### src/rtl/arbiter8way16.sv
// Round-robin arbiter sharing one 16-bit datapath among eight requesters.
// Optional burst-extend lock input is enabled by defining ARB_LOCK_EN.
module arbiter8way16 #(
    parameter int unsigned BURST = 4
) (
    input  logic        clock,
    input  logic        reset,
    input  logic [7:0]  req,
    input  logic [15:0] a,
    input  logic [15:0] b,
    input  logic [15:0] c,
    input  logic [15:0] d,
    input  logic [15:0] e,
    input  logic [15:0] f,
    input  logic [15:0] g,
    input  logic [15:0] h,
`ifdef ARB_LOCK_EN
    input  logic        lock,
`endif
    output logic [7:0]  grant,
    output logic [2:0]  sel,
    output logic [15:0] out,
    output logic        outValid
);

    typedef enum logic {
        IDLE,
        GRANT
    } state_t;

    state_t      state_q, state_d;
    logic [7:0]  grant_q, grant_d;
    logic [2:0]  sel_q, sel_d;
    logic [2:0]  ptr_q, ptr_d;
    logic [3:0]  count_q, count_d;

    logic        win_found;
    logic [2:0]  win_idx;
    logic        hold_req;
    logic        at_limit;
    logic        lock_hold;
    logic        release_now;

    // First set request bit at or above ptr, wrapping 7 -> 0.
    always_comb begin
        logic [2:0] idx;
        win_found = 1'b0;
        win_idx   = ptr_q;
        for (int k = 0; k < 8; k++) begin
            idx = ptr_q + 3'(k);
            if (!win_found && req[idx]) begin
                win_found = 1'b1;
                win_idx   = idx;
            end
        end
    end

    assign hold_req = req[sel_q];
    assign at_limit = (count_q == 4'(BURST));
`ifdef ARB_LOCK_EN
    assign lock_hold = lock && hold_req;
`else
    assign lock_hold = 1'b0;
`endif
    assign release_now = !hold_req || (at_limit && !lock_hold);

    always_comb begin
        state_d = state_q;
        grant_d = grant_q;
        sel_d   = sel_q;
        ptr_d   = ptr_q;
        count_d = count_q;
        unique case (state_q)
            IDLE: begin
                if (win_found) begin
                    state_d = GRANT;
                    grant_d = 8'b1 << win_idx;
                    sel_d   = win_idx;
                    count_d = 4'd1;
                end
            end
            GRANT: begin
                if (release_now) begin
                    state_d = IDLE;
                    grant_d = 8'h00;
                    ptr_d   = sel_q + 3'd1;
                end else begin
                    // Saturates at the limit while a lock holds the grant.
                    count_d = at_limit ? count_q : count_q + 4'd1;
                end
            end
            default: begin
                state_d = IDLE;
                grant_d = 8'h00;
            end
        endcase
    end

    always_ff @(posedge clock) begin
        if (reset) begin
            state_q <= IDLE;
            grant_q <= 8'h00;
            sel_q   <= 3'd0;
            ptr_q   <= 3'd0;
            count_q <= 4'd0;
        end else begin
            state_q <= state_d;
            grant_q <= grant_d;
            sel_q   <= sel_d;
            ptr_q   <= ptr_d;
            count_q <= count_d;
        end
    end

    always_comb begin
        unique case (sel_q)
            3'd0:    out = a;
            3'd1:    out = b;
            3'd2:    out = c;
            3'd3:    out = d;
            3'd4:    out = e;
            3'd5:    out = f;
            3'd6:    out = g;
            3'd7:    out = h;
            default: out = a;
        endcase
    end

    assign grant    = grant_q;
    assign sel      = sel_q;
    assign outValid = |grant_q;

endmodule

### config.mk
export PLATFORM = sky130hd
export DESIGN_NAME = arbiter8way16
export DESIGN_NICKNAME = d
export VERILOG_FILES = /design/src/rtl/arbiter8way16.sv
export SDC_FILE = /design/constraint.sdc
export NUM_CORES = 1
export LEC_CHECK = 0
export CAP_MARGIN = 20
export CORE_ASPECT_RATIO = 2
export CORE_MARGIN = 5
export CORE_UTILIZATION = 38
export DETAILED_ROUTE_END_ITERATION = 10
export PLACE_DENSITY_LB_ADDON = 0.08
export SLEW_MARGIN = 20
export SYNTH_ARGS = -nofsm -noshare
export SYNTH_HDL_FRONTEND = slang
export SYNTH_SLANG_ARGS = --single-unit
### constraint.sdc
create_clock -name clock -period 4 [get_ports clock]
set_input_delay 0.8 -clock clock [delete_from_list [all_inputs] [get_ports clock]]
set_output_delay 0.8 -clock clock [all_outputs]
set_load 0.1 [all_outputs]
## After elaboration in Yosys (flattened, before gate mapping)

Index checks and enable logic that the tools add are counted.

| word-level totals | value |
|---|---|
| bits in registers | 19 |
| latch bits | 0 |
| memory bits (writable) | 0 |
| bits in read-only memories | 0 |
| memories | 0 |

| cells by class | value |
|---|---|
| add/sub/neg operators | 9 |
| multiply operators | 0 |
| div/mod/pow operators | 0 |
| $lt $le $gt $ge | 9 |
| equal/unequal tests | 12 |
| shift operators | 1 |
| muxes and demuxes | 44 |
| bitwise gates (word level) | 1 |
| reductions and logical operators | 22 |

Operators by type and width:

| operator | count |
|---|---|
| 16-bit one-hot mux with 8 select lines | 1 |
| 3-bit by 4-bit < comparator with 1-bit output, second input constant | 9 |
| 1-bit binary-select mux with 3-bit select | 9 |
| 3-bit 2-to-1 mux | 7 |
| 1-bit 2-to-1 mux | 19 |
| 8-bit 2-to-1 mux | 2 |
| 8-bit one-hot mux with 2 select lines | 1 |
| 3-bit adder, second input constant | 4 |
| 3-bit equality test, second input constant | 4 |
| 4-bit 2-to-1 mux | 3 |
| 1-bit zero test | 8 |
| 4-bit one-hot mux with 2 select lines | 1 |
| 8-bit OR reduction | 1 |
| 1-bit by 3-bit left shift with 8-bit output, first input constant | 1 |
| 1-bit logical AND | 7 |
| 3-bit by 1-bit adder with 3-bit output, second input constant | 2 |
| 3-bit by 2-bit adder with 3-bit output, second input constant | 2 |
| 3-bit by 2-bit equality test with 1-bit output, second input constant | 2 |
| 2-bit inequality test, second input constant | 3 |
| 2-bit AND reduction | 3 |
| 4-bit by 1-bit adder with 4-bit output, second input constant | 1 |
| 4-bit by 3-bit equality test with 1-bit output, second input constant | 1 |
| 3-bit by 1-bit equality test with 1-bit output, second input constant | 1 |
| 3-bit zero test | 1 |
| 5 further kinds | 5 |

## Depth between registers and ports, before layout

Gate-level depths: netlist of run 1.

| logic depth | value |
|---|---|
| depth after elaboration | 27 |
| gate-level depth with buffers | 15 |
| gate-level depth less buffers | 10 |

## Least setup slack after synthesis of run 1

No wires, ideal clock.

| timing path | value |
|---|---|
| kind | register -> output |
| start | register sel_q[2] (netlist: sel[2]) |
| end | output port out[0] |
| data arrival time | 3922 ps |
| required time | 3200 ps |
| slack | -722 ps |
| stages on the path, launching flop included | 10 |
| buffers on the path | 4 |
| cells stage by stage | dfxtp_1 -> clkbuf_1 -> inv_1 -> clkbuf_1 -> ha_1 -> clkbuf_1 -> nor2_1 -> nand2_1 -> clkbuf_1 -> a41oi_1 |

| between the ends | value |
|---|---|
| cells in the longest elaborated chain, start to end | 2 |

Ends and longest elaborated chain:

| element | RTL line | RTL |
|---|---|---|
| start: declaration | 33 | `logic [2:0] sel_q, sel_d;` |
| start signal: assignment | 109 | `sel_q <= sel_d;` |
| 3-bit equality test (tied with other cells) | 116 | `unique case (sel_q)` |
| 16-bit one-hot mux with 8 select lines * | 116 |  |
| end: declaration | 22 | `output logic [15:0] out,` |

Mark *: on every way between the ends. The rest lies on a longest branch, timed or not.

## Worst setup path after layout of run 1

| timing path | value |
|---|---|
| start | register sel_q[2] (netlist: sel[2]) |
| end | output port out[10] |

Same word-level chain as after synthesis.

==> results of run 1 <==
tightest hold or removal path: stages, from the launching register on:
cell and delay (ps):
sky130_fd_sc_hd__dfxtp_1 320, sky130_fd_sc_hd__nand2_1 60, sky130_fd_sc_hd__o21ai_1 50
registers in the layout, indices dropped and copies added, names as in the netlist:
signal	flops
count_q	4
state_q	1
ptr_q	3
grant	8
sel	3
path summary, 6_finish.rpt:
path                  from  slack (ps)       end
setup / recovery    sel[2]         240   out[10]
hold / removal    grant[2]         480  grant[2]
setup reg to reg  ptr_q[1]         520  grant[7]
hold reg to reg   grant[2]         480  grant[2]
per-stage QoR:
stage	hold WS, ps	setup TNS, ps	cells	worst slack [ps]
after detailed placement	465	0	552	333
after global placement	458	0	552	392
after floorplan	481	-837	313	-145
after CTS	474	0	556	241
final	476	0	558	236
after global routing	490	0	558	54.2
per-layer routing:
layer	wire [um]	GRT usage
met3	687	0.0440
met2	7370	0.579
met4	610	0.129
met1	4380	0.271
met5	0	0
placed cells by master (no fill, tap or decap), drive strengths merged, types with 5 or more instances in the layout:
| cell | Yosys | layout |
|---|---|---|
| mux2 | 22 | 22 |
| nand2 | 36 | 36 |
| dfxtp | 19 | 19 |
| nor2 | 25 | 25 |
| buf | 9 | 28 |
| a222oi | 16 | 16 |
| o21ai | 23 | 23 |
| a21oi | 13 | 13 |
| mux2i | 11 | 11 |
| nor3 | 6 | 6 |
| a221oi | 22 | 22 |
| mux4 | 12 | 12 |
| ha | 10 | 10 |
| inv | 14 | 14 |
| clkdlybuf4s50 | 0 | 148 |
| a41oi | 5 | 5 |
| nand2b | 7 | 7 |
final cells by class:
type                       instances  area, um^2  share of cell area
antenna                            2        5.00             0.00107
timing repair buffer             176        1890               0.404
sequential                        19         380              0.0813
inverter                          14        52.6              0.0112
tap                               90         113              0.0241
clock buffer                       3        75.1              0.0160
multi-input combinational        253        2160               0.461
clock inverter                     1        5.00             0.00107
cell families after synthesis:
kind of cell / count (synthesis)
fa+ha+maj: 10
buf+inv: 41
flops: 19
simple gates: 92
compound gates: 101
mux: 45
xor+xnor: 5
==> impl_metrics.yaml, run 1 <==
worst_setup_path:
  critPathSlowestCell: "sky130_fd_sc_hd__dfxtp_1"
  timing.critical_path.required_ps: 3200
  timing.setup.critical_path_class: "reg2out"
  worstPathArrival_ps: 2960
  cp_buf_inv_count: 3
  worst_setup_path_end_kind: "output port"
  worst_path_dominant_cell_family: "buffers and inverters"
  delay_contributed_by_the_slowest_stage_of_the_critical_path_ps: 710
  worst-path-max-fanout: 16
  r2r_cells: 9
  start_kind: "flop"
  path_depth: 7
  crit_path_cell_trace: "inv_1 > ha_1 > buf_4 > a222oi_1 > o21ai_0 > mux2_2 > buf_12"
clocking:
  tritoncts: "built"
  clock_tree.root_cell: "sky130_fd_sc_hd__clkbuf_16"
  clk_pin_slew_ps: 50
  numCtsBuffers: 3
  cts-root-to-sink-buffers: 2
  later_pin_clock_latency_in_the_skew_report_ps: 250
  h-tree-depth: 1
  postCtsSetupRepairBufs: 0
  postCtsResizedCells: 0
  cts.hold.buffers_added: 0
  cts_num_sinks: 19
sta:
  tightestPinTransition_ps: 978
  layout_min_cycle_time_ps: 3760
  finalHoldViolCount: 0
  worst_case_headroom_to_the_max_slew_limit: 0.346
  drv_slew: 0
  fmax_mhz: 266
  rsz_0062_raised_after_global_routing: "no"
  clock-skew-final_ps: 2.29
  final-setup-viol-count: 0
  timing.final.crit_share: 0.941
min_path:
  holdCritPathClass: "reg2reg"
  worstHoldPathCells: 2
layout:
  layout.filler_cells: 612
  final_net_count: 615
  fin_util: 0.680
  area_growth_syn_to_layout_pct: 75.9
  final_area_mm2: 0.00468
  drive_gt1_frac: 0.195
floorplanning:
  floorplan.die.height_um: 128
  dieWidth_um: 69.2
  floorplan.io_pins: 166
  fp.coreArea_mm2: 0.00689
  fp.dieArea_mm2: 0.00887
  rows: 43
  initial_core_util: 0.386
synth:
  number_of_flops_mapped_to_enable_cells_by_yosys: 0
  synth-simple-area-share: 0.167
  synthesis.nets: 461
  synth-adder-area-share: 0.0470
  postSynth.asyncResetShare: 0
  synth_largest_area_cell: "sky130_fd_sc_hd__dfxtp_1"
  multiplexer_share_of_the_synthesized_area: 0.253
  netlist_instances: 313
  synth.yosys.seq_area_share: 0.143
  post_synth_instance_area_mm2: 0.00266
  dominantRegCellSynth: "sky130_fd_sc_hd__dfxtp_1"
  yosysWarnings: 0
  compound_gate_portion_of_the_synthesized_area: 0.304
  synthDistinctLibCells: 65
  synth_most_common_cell: "sky130_fd_sc_hd__nand2_1"
  synth_top_cell_area_share: 0.143
  synth_top_family_by_area: "compound AO/OA/AOI/OAI gates"
  synthesis.area_per_instance_um2: 8.50
  dominant_cells_by_area_after_synthesis: "sky130_fd_sc_hd__dfxtp_1 14%, sky130_fd_sc_hd__mux4_2 9.3%, sky130_fd_sc_hd__mux2_2 8.9%"
  synth-xor-area-share: 0.0193
  synth_commonest_cells: "35 x sky130_fd_sc_hd__nand2_1, 24 x sky130_fd_sc_hd__nor2_1, 22 x sky130_fd_sc_hd__a221oi_1"
  ys_ff_latch: 19
job:
  cap_violations: 0
global_route:
  grt_remaining_overflow: 0
  via_count_of_the_first_global_routing_pass: 3424
  grt_first_pass_wirelength_mm: 19.9
  grt_max_degree: 21
  antenna_found_initial: 2
  grt_util_all_layers: 0.285
placement:
  place.port_buffers: 165
  dp_hpwl_mm: 11.0
  placed_area_mm2: 0.00459
  final_gp_congestion: 1.03
outcome:
  outcome: "complete, no violations"
route:
  vias_per_cell: 6.06
  route.final.wire_length_mm: 13.0
  drt_iter0_drc: 210
  ant_nets: 0
  wire_per_inst_um: 23.4
  drt-pass1-iter-count: 5
  route.vias.total: 3383
  drc: 0
Power of run 1 is not shown: default switching activity piles up to over one toggle a cycle in this logic, so the estimate is an artifact.
==> run 2, diff against run 1 <==
--- a/config.mk
+++ b/config.mk
@@ -11,7 +11,7 @@
 export CORE_UTILIZATION = 38
 export DETAILED_ROUTE_END_ITERATION = 10
 export PLACE_DENSITY_LB_ADDON = 0.08
-export SLEW_MARGIN = 20
+export REMOVE_ABC_BUFFERS = 1
 export SYNTH_ARGS = -nofsm -noshare
 export SYNTH_HDL_FRONTEND = slang
 export SYNTH_SLANG_ARGS = --single-unit
==> impl_metrics.yaml, run 2 (same netlist as run 1, synthesis figures left out) <==
placement:
  dp_hpwl_mm: 9.90
  place.port_buffers: 165
  placed_area_mm2: 0.00452
  placement.setup.worst_slack_ps: 400
  placed_cells: 550
  final_gp_congestion: 0.965
worst_setup_path:
  regToRegStartpoint: "ptr_q[1]"
  r2r_cells: 9
  critPathSlowestCell: "sky130_fd_sc_hd__dfxtp_1"
  cp_buf_inv_count: 3
  worst-path-max-fanout: 13
  worst_setup_path_end_kind: "output port"
  delay_contributed_by_the_slowest_stage_of_the_critical_path_ps: 610
  crit_path_cell_trace: "inv_1 > ha_1 > buf_4 > a222oi_1 > o21ai_0 > mux2_2 > buf_12"
  timing.setup.critical_path_class: "reg2out"
  regToRegSetupSlack_ps: 520
  worst_path_dominant_cell_family: "buffers and inverters"
  r2r-end: "grant[7]"
  timing.critical_path.required_ps: 3200
  worstPathArrival_ps: 2850
  start_kind: "flop"
sta:
  layout_min_cycle_time_ps: 3650
  clock-skew-final_ps: 1.21
  fmax_mhz: 274
  worst_case_headroom_to_the_max_slew_limit: 0.350
  drv_slew: 0
  timing.final.crit_share: 0.913
  final-setup-viol-count: 0
  rsz_0062_raised_after_global_routing: "no"
  tightestPinTransition_ps: 972
  finalHoldViolCount: 0
  final.setup.worst_slack_ps: 347
clocking:
  later_pin_clock_latency_in_the_skew_report_ps: 250
  clk_pin_slew_ps: 50
  numCtsBuffers: 3
  tritoncts: "built"
  postCtsResizedCells: 0
  cts-root-to-sink-buffers: 2
  cts.hold.buffers_added: 0
  h-tree-depth: 1
  cts_num_sinks: 19
  clock_tree.root_cell: "sky130_fd_sc_hd__clkbuf_16"
  postCtsSetupRepairBufs: 0
layout:
  largest_register_ffs: 8
  drive_gt1_frac: 0.177
  multi_input_comb_area_mm2: 0.00210
  final_net_count: 613
  layout.filler_cells: 643
  layout_commonest_cell: "sky130_fd_sc_hd__clkdlybuf4s50_1"
  area_growth_syn_to_layout_pct: 73.0
  diodes: 0
  seq_area_um2: 380
  stdcell_count: 554
  most_frequent_cells_in_the_layout: "148 x sky130_fd_sc_hd__clkdlybuf4s50_1, 35 x sky130_fd_sc_hd__nand2_1, 24 x sky130_fd_sc_hd__nor2_1, 22 x sky130_fd_sc_hd__a221oi_1, 21 x sky130_fd_sc_hd__mux2_2"
  final_area_mm2: 0.00460
pwr:
  power-per-cell-area_mw_per_mm2: 1080
  vdd.ir_drop.worst_uv: 1060
  fin_total_pwr_mw: 4.98
  power_leakage_nw: 1.67
min_path:
  holdCritPathClass: "reg2reg"
  hold_path_startpoint: "grant[2]"
  holdPathEnd: "grant[2]"
  worstHoldPathCells: 2
global_route:
  grt_util_all_layers: 0.272
  antenna_found_initial: 0
  grt_remaining_overflow: 0
  grt_first_pass_wirelength_mm: 19.2
  via_count_of_the_first_global_routing_pass: 3386
  grt_max_degree: 24
floorplanning:
  fp.dieArea_mm2: 0.00887
  floorplan.io_pins: 166
  fp.coreArea_mm2: 0.00689
  rows: 43
  floorplan.die.height_um: 128
  initial_core_util: 0.386
  dieWidth_um: 69.2
route:
  route.final.wire_length_mm: 12.2
  drc: 0
  wire_per_inst_um: 22.0
  drt_iter0_drc: 313
  route.vias.total: 3346
  drt-pass1-iter-count: 5
  vias_per_cell: 6.04
  ant_nets: 0
outcome:
  outcome: "complete, no violations"
job:
  cap_violations: 0
## run 2: cell count changes in the layout (fill, tap and decap cells not counted)
| cell | previous run | this run |
|---|---|---|
| sky130_fd_sc_hd__diode_2 | 2 | 0 |
| sky130_fd_sc_hd__a21oi_2 | 3 | 1 |
| sky130_fd_sc_hd__a21oi_1 | 10 | 12 |
| sky130_fd_sc_hd__buf_4 | 12 | 10 |
| sky130_fd_sc_hd__a41oi_1 | 0 | 5 |
| sky130_fd_sc_hd__a41oi_4 | 1 | 0 |
| sky130_fd_sc_hd__a41oi_2 | 4 | 0 |
## run 2: routing by layer
| metal | up-vias | part of all wire | track usage |
|---|---|---|---|
| met3 | 18 | 0.082 | 0.0675 |
| met5 | - | 0 | 0 |
| li1 | 1540 | - | - |
| met2 | 193 | 0.52 | 0.506 |
| met1 | 1595 | 0.37 | 0.303 |
| met4 | 0 | 0.026 | 0.0783 |
## run 2: worst max-delay path by stage
stage          cells after the start    from       end  slack, ps
2_1_floorplan                      5  sel[2]    out[0]      -1310
3_3_place_gp                       9  req[5]  grant[3]        410
3_5_place_dp                       8  req[2]  grant[7]        400
4_1_cts                            7  sel[2]    out[4]        330
5_1_grt                            8  sel[2]    out[0]         50
6_report                           7  sel[2]    out[4]        350
## run 2: worst min-delay path, delay by kind of cell, from the launching register on
family           cells  cell delay [ps]
flip-flops           1              320
AO/OA/AOI/OAI        1               50
AND/OR/NAND/NOR      1               50
## run 2: report_power, final
group	internal [mW]	switching, mW
sequential	0.239	0.0880
combinational	1.60	2.85
clock	0.134	0.0715
total	1.97	3.01
## run 2: layout make-up
type	count	area share
Sequential cell	19	0.0826
Inverter	14	0.0114
Tap cell	90	0.0245
Clock inverter	1	0.00109
Clock buffer	3	0.0163
Timing Repair Buffer	174	0.408
Multi-Input combinational cell	253	0.456
## run 2: metrics by stage
| stage | util | setup TNS, ps | hold slack [ps] |
|---|---|---|---|
| after floorplan | - | -11360 | 481 |
| after global placement | 0.657 | 0 | 460 |
| after detailed placement | 0.657 | 0 | 464 |
| after CTS | 0.668 | 0 | 475 |
| after global routing | 0.668 | 0 | 504 |
| final | 0.668 | 0 | 468 |
Power figures use the tool's default switching activity.
